File: src/rtl/hdmi_pkg.sv
// Shared constants and types for the HDMI pixel filter output path.
package hdmi_pkg;

   localparam int PIX_W   = 8;
   localparam int P_W     = 48;
   localparam int PIX_MAX = 255;

   // Video sample carried alongside the filter: raw pixel plus syncs.
   typedef struct packed {
      logic [PIX_W-1:0] pix;
      logic             de;
      logic             hs;
      logic             vs;
   } vid_t;

endpackage

File: src/rtl/sig_delay.sv
// Fixed-depth register shift line with synchronous reset.
module sig_delay #(
   parameter int WIDTH = 1,
   parameter int DEPTH = 1
) (
   input  logic             clk,
   input  logic             rst,
   input  logic [WIDTH-1:0] d,
   output logic [WIDTH-1:0] q
);

   logic [WIDTH-1:0] line [DEPTH];

   // Shift d through DEPTH registers; reset clears every stage.
   always_ff @(posedge clk) begin
      if (rst) begin
         for (int i = 0; i < DEPTH; i++) line[i] <= '0;
      end else begin
         line[0] <= d;
         for (int i = 1; i < DEPTH; i++) line[i] <= line[i-1];
      end
   end

   assign q = line[DEPTH-1];

endmodule

File: src/rtl/fir_out_rnd_sat.sv
// FIR output stage: round/rescale the 48-bit cascade result, clamp it to an
// 8-bit pixel, re-align video controls, frame-synchronous bypass and a
// per-frame saturated-pixel counter.
module fir_out_rnd_sat
   import hdmi_pkg::*;
#(
   parameter int FILT_LAT  = 4,
   parameter int FRAC_BITS = 16,
   parameter int CNT_W     = 24
) (
   input  logic               clk,
   input  logic               rst,
   input  logic [PIX_W-1:0]   pix_in,
   input  logic               de_in,
   input  logic               hs_in,
   input  logic               vs_in,
   input  logic [P_W-1:0]     p,
   input  logic               bypass,
   output logic [PIX_W-1:0]   pix_out,
   output logic               de_out,
   output logic               hs_out,
   output logic               vs_out,
   output logic               sat_out,
   output logic [CNT_W-1:0]   sat_cnt
);

   // One extra bit so adding the rounding half can never overflow.
   localparam int S_W = P_W + 1;
   localparam logic signed [S_W-1:0] HALF = {{(S_W-1){1'b0}}, 1'b1} << (FRAC_BITS-1);
   localparam logic [CNT_W-1:0] CNT_MAX = '1;

   vid_t vid_in;
   vid_t vid_d;

   logic signed [S_W-1:0] s1;
   logic signed [S_W-1:0] q;
   logic [PIX_W-1:0]      pix_c;
   logic                  sat_c;
   logic [PIX_W-1:0]      pix_f;
   logic                  sat_f;

   logic                  bypass_act;
   logic                  vs_prev;
   logic                  vs_rise;
   logic                  cnt_inc;
   logic [CNT_W-1:0]      cnt;
   logic [CNT_W-1:0]      cnt_next;

   // Controls and raw pixel ride the filter latency plus the two rounding stages.
   assign vid_in = {pix_in, de_in, hs_in, vs_in};

   sig_delay #(
      .WIDTH ($bits(vid_t)),
      .DEPTH (FILT_LAT + 2)
   ) u_vid_dly (
      .clk (clk),
      .rst (rst),
      .d   (vid_in),
      .q   (vid_d)
   );

   // Stage 1: add half an LSB of the output scale (round half toward +inf).
   always_ff @(posedge clk) begin
      if (rst) s1 <= '0;
      else     s1 <= $signed({p[P_W-1], p}) + HALF;
   end

   // Rescale and clamp the rounded value to the pixel range.
   always_comb begin
      q     = s1 >>> FRAC_BITS;
      pix_c = q[PIX_W-1:0];
      sat_c = 1'b0;
      if (q[S_W-1]) begin
         pix_c = '0;
         sat_c = 1'b1;
      end else if (|q[S_W-2:PIX_W]) begin
         pix_c = PIX_W'(PIX_MAX);
         sat_c = 1'b1;
      end
   end

   // Stage 2: register the clamped pixel and its saturation flag.
   always_ff @(posedge clk) begin
      if (rst) begin
         pix_f <= '0;
         sat_f <= 1'b0;
      end else begin
         pix_f <= pix_c;
         sat_f <= sat_c;
      end
   end

   // Output selection; bypass never reports saturation.
   always_comb begin
      pix_out = bypass_act ? vid_d.pix : pix_f;
      sat_out = sat_f & ~bypass_act;
      de_out  = vid_d.de;
      hs_out  = vid_d.hs;
      vs_out  = vid_d.vs;
   end

   // Frame start is the rising edge of the aligned vsync.
   assign vs_rise = vid_d.vs & ~vs_prev;
   assign cnt_inc = de_out & sat_out;

   // Sticky increment: the counter holds at all-ones instead of wrapping.
   always_comb begin
      cnt_next = cnt;
      if (cnt_inc && (cnt != CNT_MAX)) cnt_next = cnt + 1'b1;
   end

   // Frame bookkeeping: latch bypass and publish the count on each frame start;
   // a saturated pixel on the edge cycle still belongs to the closing frame.
   always_ff @(posedge clk) begin
      if (rst) begin
         vs_prev    <= 1'b0;
         bypass_act <= 1'b0;
         cnt        <= '0;
         sat_cnt    <= '0;
      end else begin
         vs_prev <= vid_d.vs;
         if (vs_rise) begin
            sat_cnt    <= cnt_next;
            cnt        <= '0;
            bypass_act <= bypass;
         end else begin
            cnt <= cnt_next;
         end
      end
   end

endmodule

File: config.mk
export PLATFORM = sky130hd
export DESIGN_NAME = fir_out_rnd_sat
export DESIGN_NICKNAME = d
export VERILOG_FILES = /design/src/rtl/hdmi_pkg.sv /design/src/rtl/sig_delay.sv /design/src/rtl/fir_out_rnd_sat.sv
export SDC_FILE = /design/constraint.sdc
export NUM_CORES = 1
export LEC_CHECK = 0
export CORE_ASPECT_RATIO = 2
export CORE_MARGIN = 2
export CORE_UTILIZATION = 28
export CTS_BUF_LIST = sky130_fd_sc_hd__clkbuf_16
export DETAILED_ROUTE_END_ITERATION = 6
export PLACE_DENSITY = 0.46
export SLEW_MARGIN = 40
export SYNTH_ARGS = -nofsm -noshare
export SYNTH_HDL_FRONTEND = slang
export SYNTH_HIERARCHICAL = 1
export SYNTH_SLANG_ARGS = --single-unit
File: constraint.sdc
create_clock -name clk -period 4.7 [get_ports clk]
set_input_delay 0.94 -clock clk [delete_from_list [all_inputs] [get_ports clk]]
set_output_delay 0.94 -clock clk [all_outputs]
set_load 0.01 [all_outputs]
# ---- Word level (Yosys, flattened, before mapping)
# Memories as Yosys holds them, arrays and structs flattened.
# Index checks and enable logic that the tools add are counted.
dict set report classes {
  n_reduce_logical 4
  n_mux 14
  bitwise 11
  eq_ne 1
  addsub 2
}
# op count
set ops {}
lappend ops {{$mux W11} 6}
lappend ops {{$add A48 B17 Y49 const B} 1}
lappend ops {{$reduce_or A25 Y1} 1}
lappend ops {{$add A24 B1 Y24 const B} 1}
lappend ops {{$mux W24} 1}
lappend ops {{$ne A24 B24 Y1 const B} 1}
lappend ops {{$mux W8} 2}
lappend ops {{$or A1 B1 Y1} 6}
lappend ops {{$mux W1} 5}
lappend ops {{$reduce_or A2 Y1} 2}
lappend ops {{$and A1 B1 Y1} 3}
lappend ops {{$not A1 Y1} 2}
lappend ops {{$logic_and A1 B1 Y1} 1}
dict set report totals {
  ramBits 66
  ff_bits 108
  inputBits 62
  elab_cells 40
  n_memories 1
}
# name words width read_ports rd_ports_with_merged_regs write_ports line_no
set mem_list {}
lappend mem_list {u_vid_dly.line 6 11 6 0 6 sig_delay.sv:12} ;# logic [WIDTH-1:0] line [DEPTH];

# ---- Logic depth before layout (Yosys ltp)
dict set report logic_depth {
  depth_word 5
  mapped_depth 7
  mapped_depth_nobuf 6
}

# ---- By module
# Netlist, hierarchy kept.
# module seq_area_each_um2 n_inst cells_per_inst area_each_um2
set modules_own_cells {}
lappend modules_own_cells {fir_out_rnd_sat 1841.8 1 440 3985.1}
lappend modules_own_cells {sig_delay 1321.3 1 150 1879.3}

# ---- Worst setup path after synthesis
# Ideal clock, no wire load.
dict set report synth_path {
  path_type {input to register}
  from {in p[25]}
  to {reg s1[38]}
  path_stages 6
  setup_ns 0.123
  setup_slack_ns 2.360
  path_buffers 1
  t_arrival_ns 2.217
  t_required_ns 4.577
  path_cell_list {nand4_2 -> nor4_4 -> and2_0 -> buf_4 -> and4_1 -> mux2_1}
}
dict set report synth_between {
  elab_chain_cells 1
}
# item line_no
set synth_lines {}
lappend synth_lines {{start, declared} fir_out_rnd_sat.sv:17} ;# input logic [P_W-1:0] p,
lappend synth_lines {{$add A48 B17 Y49} fir_out_rnd_sat.sv:65} ;# else s1 <= $signed({p[P_W-1], p}) + HALF;
lappend synth_lines {{end signal, assigned} fir_out_rnd_sat.sv:65}
lappend synth_lines {{end, declared} fir_out_rnd_sat.sv:35} ;# logic signed [S_W-1:0] s1;
# No other way between the ends.
# A chain may end at the register's enable or synchronous reset.

# ---- Worst setup path in the final report
dict set report layout_path {
  from {in p[20]}
  to {reg s1[38]}
}
# The elaborated chain is that of the path after synthesis.

==> metrics.cfg <==
[outcome]
outcome = complete, no violations

[layout]
commonest_cells_after_routing_fill_and_taps_aside = sky130_fd_sc_hd__dfxtp_1, sky130_fd_sc_hd__clkdlybuf4s50_1, sky130_fd_sc_hd__nor2b_1, sky130_fd_sc_hd__nor2_1, sky130_fd_sc_hd__nand2_1
finish.net_count = 720
drive_above_1_share_pct = 9.716
final_antenna_diode_count = 0
layout.cells.most_common = sky130_fd_sc_hd__dfxtp_1
flow.area_growth_from_synthesis_pct = 25.92

[worst_setup_path]
critical_path_class = in2reg
path_cells = clkdlybuf4s50_1 > nand4_1 > nor4_4 > and2_0 > and4_1 > mux2_1
max_stage_delay_ns = 0.57
worst-endpoint-arrival_ns = 3.23
critical_path_peak_fanout = 6
critical_path.endpoint_type = register
timing.critical_path.from_type = input port
crit_slowest_cell = sky130_fd_sc_hd__clkdlybuf4s50_1
worst-endpoint-required_ns = 5.00

[timing]
layout_worst_path_cycle_share_pct = 62.28
rsz0062_at_grt = false
drv_slew = 0
post_route_skew_ns = 0.008746
setup_viol = 0
max_slew_margin_pct = 46.43
finalSetupTns_ns = 0
final-hold-violation-count = 0
clock.fmax_ghz = 0.3416
tightestPinTransition_ns = 0.7962
timing.final.crit_period_ns = 2.927

[synthesis]
synth_warn = 6
yosys.cell_types.count = 49
synthesis.nets = 654
synth_top_flop_cell = sky130_fd_sc_hd__dfxtp_1
syn_inst = 590
synth_edf_count = 0
synthesis.area_sq_um = 5864
ys_async_sr_fraction_pct = 0
synth.avg_cell_area_sq_um = 9.940
ys_seq_area_share_pct = 53.94
postSynthRegisterBits = 158

[floorplan]
dieHeight_um = 208.7
core.rowCount = 74
floorplan.io_pins = 98
fp.dieW_um = 106.3
core_area_sq_um = 20460
initial_utilization_pct = 28.66
floorplan.die_area_sq_um = 22190

[power]
peakVddDrop_mv = 0.1883
p_leak_uw = 0.002711
power.density_nw_per_um2 = 387.9
p_seq_share_pct = 48.3
power_frac_comb_pct = 5.1
power_frac_clock_pct = 46.7
switching_share_pct = 24.32
power.switching_uw = 696.7
power.total_uw = 2864
internal_portion_of_total_power_uw = 2168

[global_routing]
globalRouteOverflowTotal = 0
total_routing_usage_gr_pct = 11.48
grt_start_max_net_pins = 84
vias_in_the_first_global_route = 4007
grt_antenna_before_repair = 0
grt_first_pass_wirelength_mm = 19.78

[routing]
drt_pre_antenna_iters = 4
drt-initial-drc-count = 147
post_drt_via_cell_ratio = 4.406
drc = 0
antenna_violating_nets_left = 0
avgRoutedWirePerCell_um = 12.93
route.final.wire_length_mm = 12.09
route.vias.total = 4120

[clocking]
clk_latency_ns = 0.42
cts-root-to-sink-buffers = 2
cts.repair_timing.setup_buffer_count = 0
cts_tree = built
clockRootBuffer = sky130_fd_sc_hd__clkbuf_16
htree_levels = 4
cts_inserted_buffers = 17
numClockSinks = 158
post_cts_resize_count = 0
clkTransAtPathRegs_ns = 0.07
hold_fix_buffers_cts = 0

[placement]
gp_routability_congestion = 0.8335
hpwl_mm = 8.981
port_buffers = 82

[flow_run]
max_cap_viol_count = 0

[min_path]
class_of_the_tightest_hold_or_removal_check = reg2reg

[worst max-delay path, delay by kind of cell]
family                 cells  cell delay, ns
muxes                      1            0.31
buffers and inverters      1            0.57
and+or+nand+nor            4            1.41
[final timing paths]
path,from,cells after the start,slack (ns),to
max,p[20],6,1.77,s1[38]
min,u_vid_dly/line[0][39],1,0.43,u_vid_dly/line[0][50]
max reg2reg,cnt[0],6,2.49,sat_cnt[0]
min reg2reg,u_vid_dly/line[0][39],1,0.43,u_vid_dly/line[0][50]
[synth_stat cells, types with 2 or more instances]
library cell	count	area [sq um]
sky130_fd_sc_hd__dfxtp_1	158	3163
sky130_fd_sc_hd__nor2b_1	80	500.5
sky130_fd_sc_hd__nor2_1	58	217.7
sky130_fd_sc_hd__nand2_1	44	165.2
sky130_fd_sc_hd__xor2_1	26	227.7
sky130_fd_sc_hd__o21ai_0	17	85.08
sky130_fd_sc_hd__o21ai_1	17	85.08
sky130_fd_sc_hd__nand3_1	15	75.07
sky130_fd_sc_hd__clkbuf_1	14	52.55
sky130_fd_sc_hd__nand4_1	14	87.58
sky130_fd_sc_hd__xnor2_1	14	122.6
sky130_fd_sc_hd__buf_4	13	97.59
sky130_fd_sc_hd__mux2_2	12	135.1
sky130_fd_sc_hd__and3_1	10	62.56
sky130_fd_sc_hd__o211ai_1	9	67.56
sky130_fd_sc_hd__nor4_1	8	50.05
sky130_fd_sc_hd__o21a_1	8	60.06
sky130_fd_sc_hd__and4_1	7	61.31
sky130_fd_sc_hd__buf_6	7	78.83
sky130_fd_sc_hd__nand2b_1	6	37.54
sky130_fd_sc_hd__nor3_1	5	25.02
sky130_fd_sc_hd__or4_1	5	37.54
sky130_fd_sc_hd__inv_1	4	15.01
sky130_fd_sc_hd__a21oi_1	3	15.01
sky130_fd_sc_hd__a31o_2	3	26.28
sky130_fd_sc_hd__and2_1	3	18.77
sky130_fd_sc_hd__nor4b_1	3	26.28
sky130_fd_sc_hd__or2_2	3	18.77
sky130_fd_sc_hd__buf_2	2	10.01
sky130_fd_sc_hd__ha_1	2	25.02
sky130_fd_sc_hd__nor3b_1	2	15.01
[metal layers]
metal / up-vias / wire length, um / global-route usage (%)
met5: - / 0 / 0
met4: 0 / 302 / 6.307
met3: 19 / 516 / 2.682
met2: 103 / 6742 / 21.79
met1: 1896 / 4531 / 11.07
li1: 2102 / - / -
[per-stage QoR]
stage	setup slack (ns)	hold slack, ns	util (%)	area (sq um)	cells
finish	1.773	0.4316	36.09	7385	935
floorplan	2.360	0.4138	-	5864	590
detailed placement	1.315	0.4212	33.18	6790	903
global placement	1.328	0.4177	33.17	6788	903
CTS	1.744	0.4365	36.07	7381	935
global route	1.652	0.4463	36.09	7385	935
[flip-flops by register name (all words and copies together), names as in the netlist]
signal / cells
bypass_act: 1
cnt: 24
pix_f: 8
s1: 33
sat_cnt: 24
sat_f: 1
u_vid_dly/line: 66
vs_prev: 1
[area by class of cell]
type                       count  area (sq um)
timing repair buffer          84         837.1
inverter                       4         15.01
clock buffer                  17         425.4
sequential                   158          3163
clock inverter                15         165.2
multi-input combinational    391          2446
fill                        2064         13080
tap                          266         332.8
[power groups by stage]
stage          registers [uW]  clock network (uW)  logic [uW]
2_1_floorplan            1410                   0        74.7
3_3_place_gp             1410                   0         144
3_5_place_dp             1410                   0         146
4_1_cts                  1380                1390         147
5_1_grt                  1380                1450         160
6_report                 1380                1340         145
[kinds of logic after synthesis]
| group | after synthesis | synth area share [%] |
|---|---|---|
| adders and majority gates | 2 | 0.4266 |
| muxes | 14 | 2.667 |
| AOI/OAI and AO/OA | 61 | 6.422 |
| DFF | 158 | 53.94 |
| and+or+nand+nor | 274 | 26.18 |
| buffers and inverters | 41 | 4.395 |
| xor gates and xnor gates | 40 | 5.974 |
No activity file was read; power rests on OpenSTA's default activity.
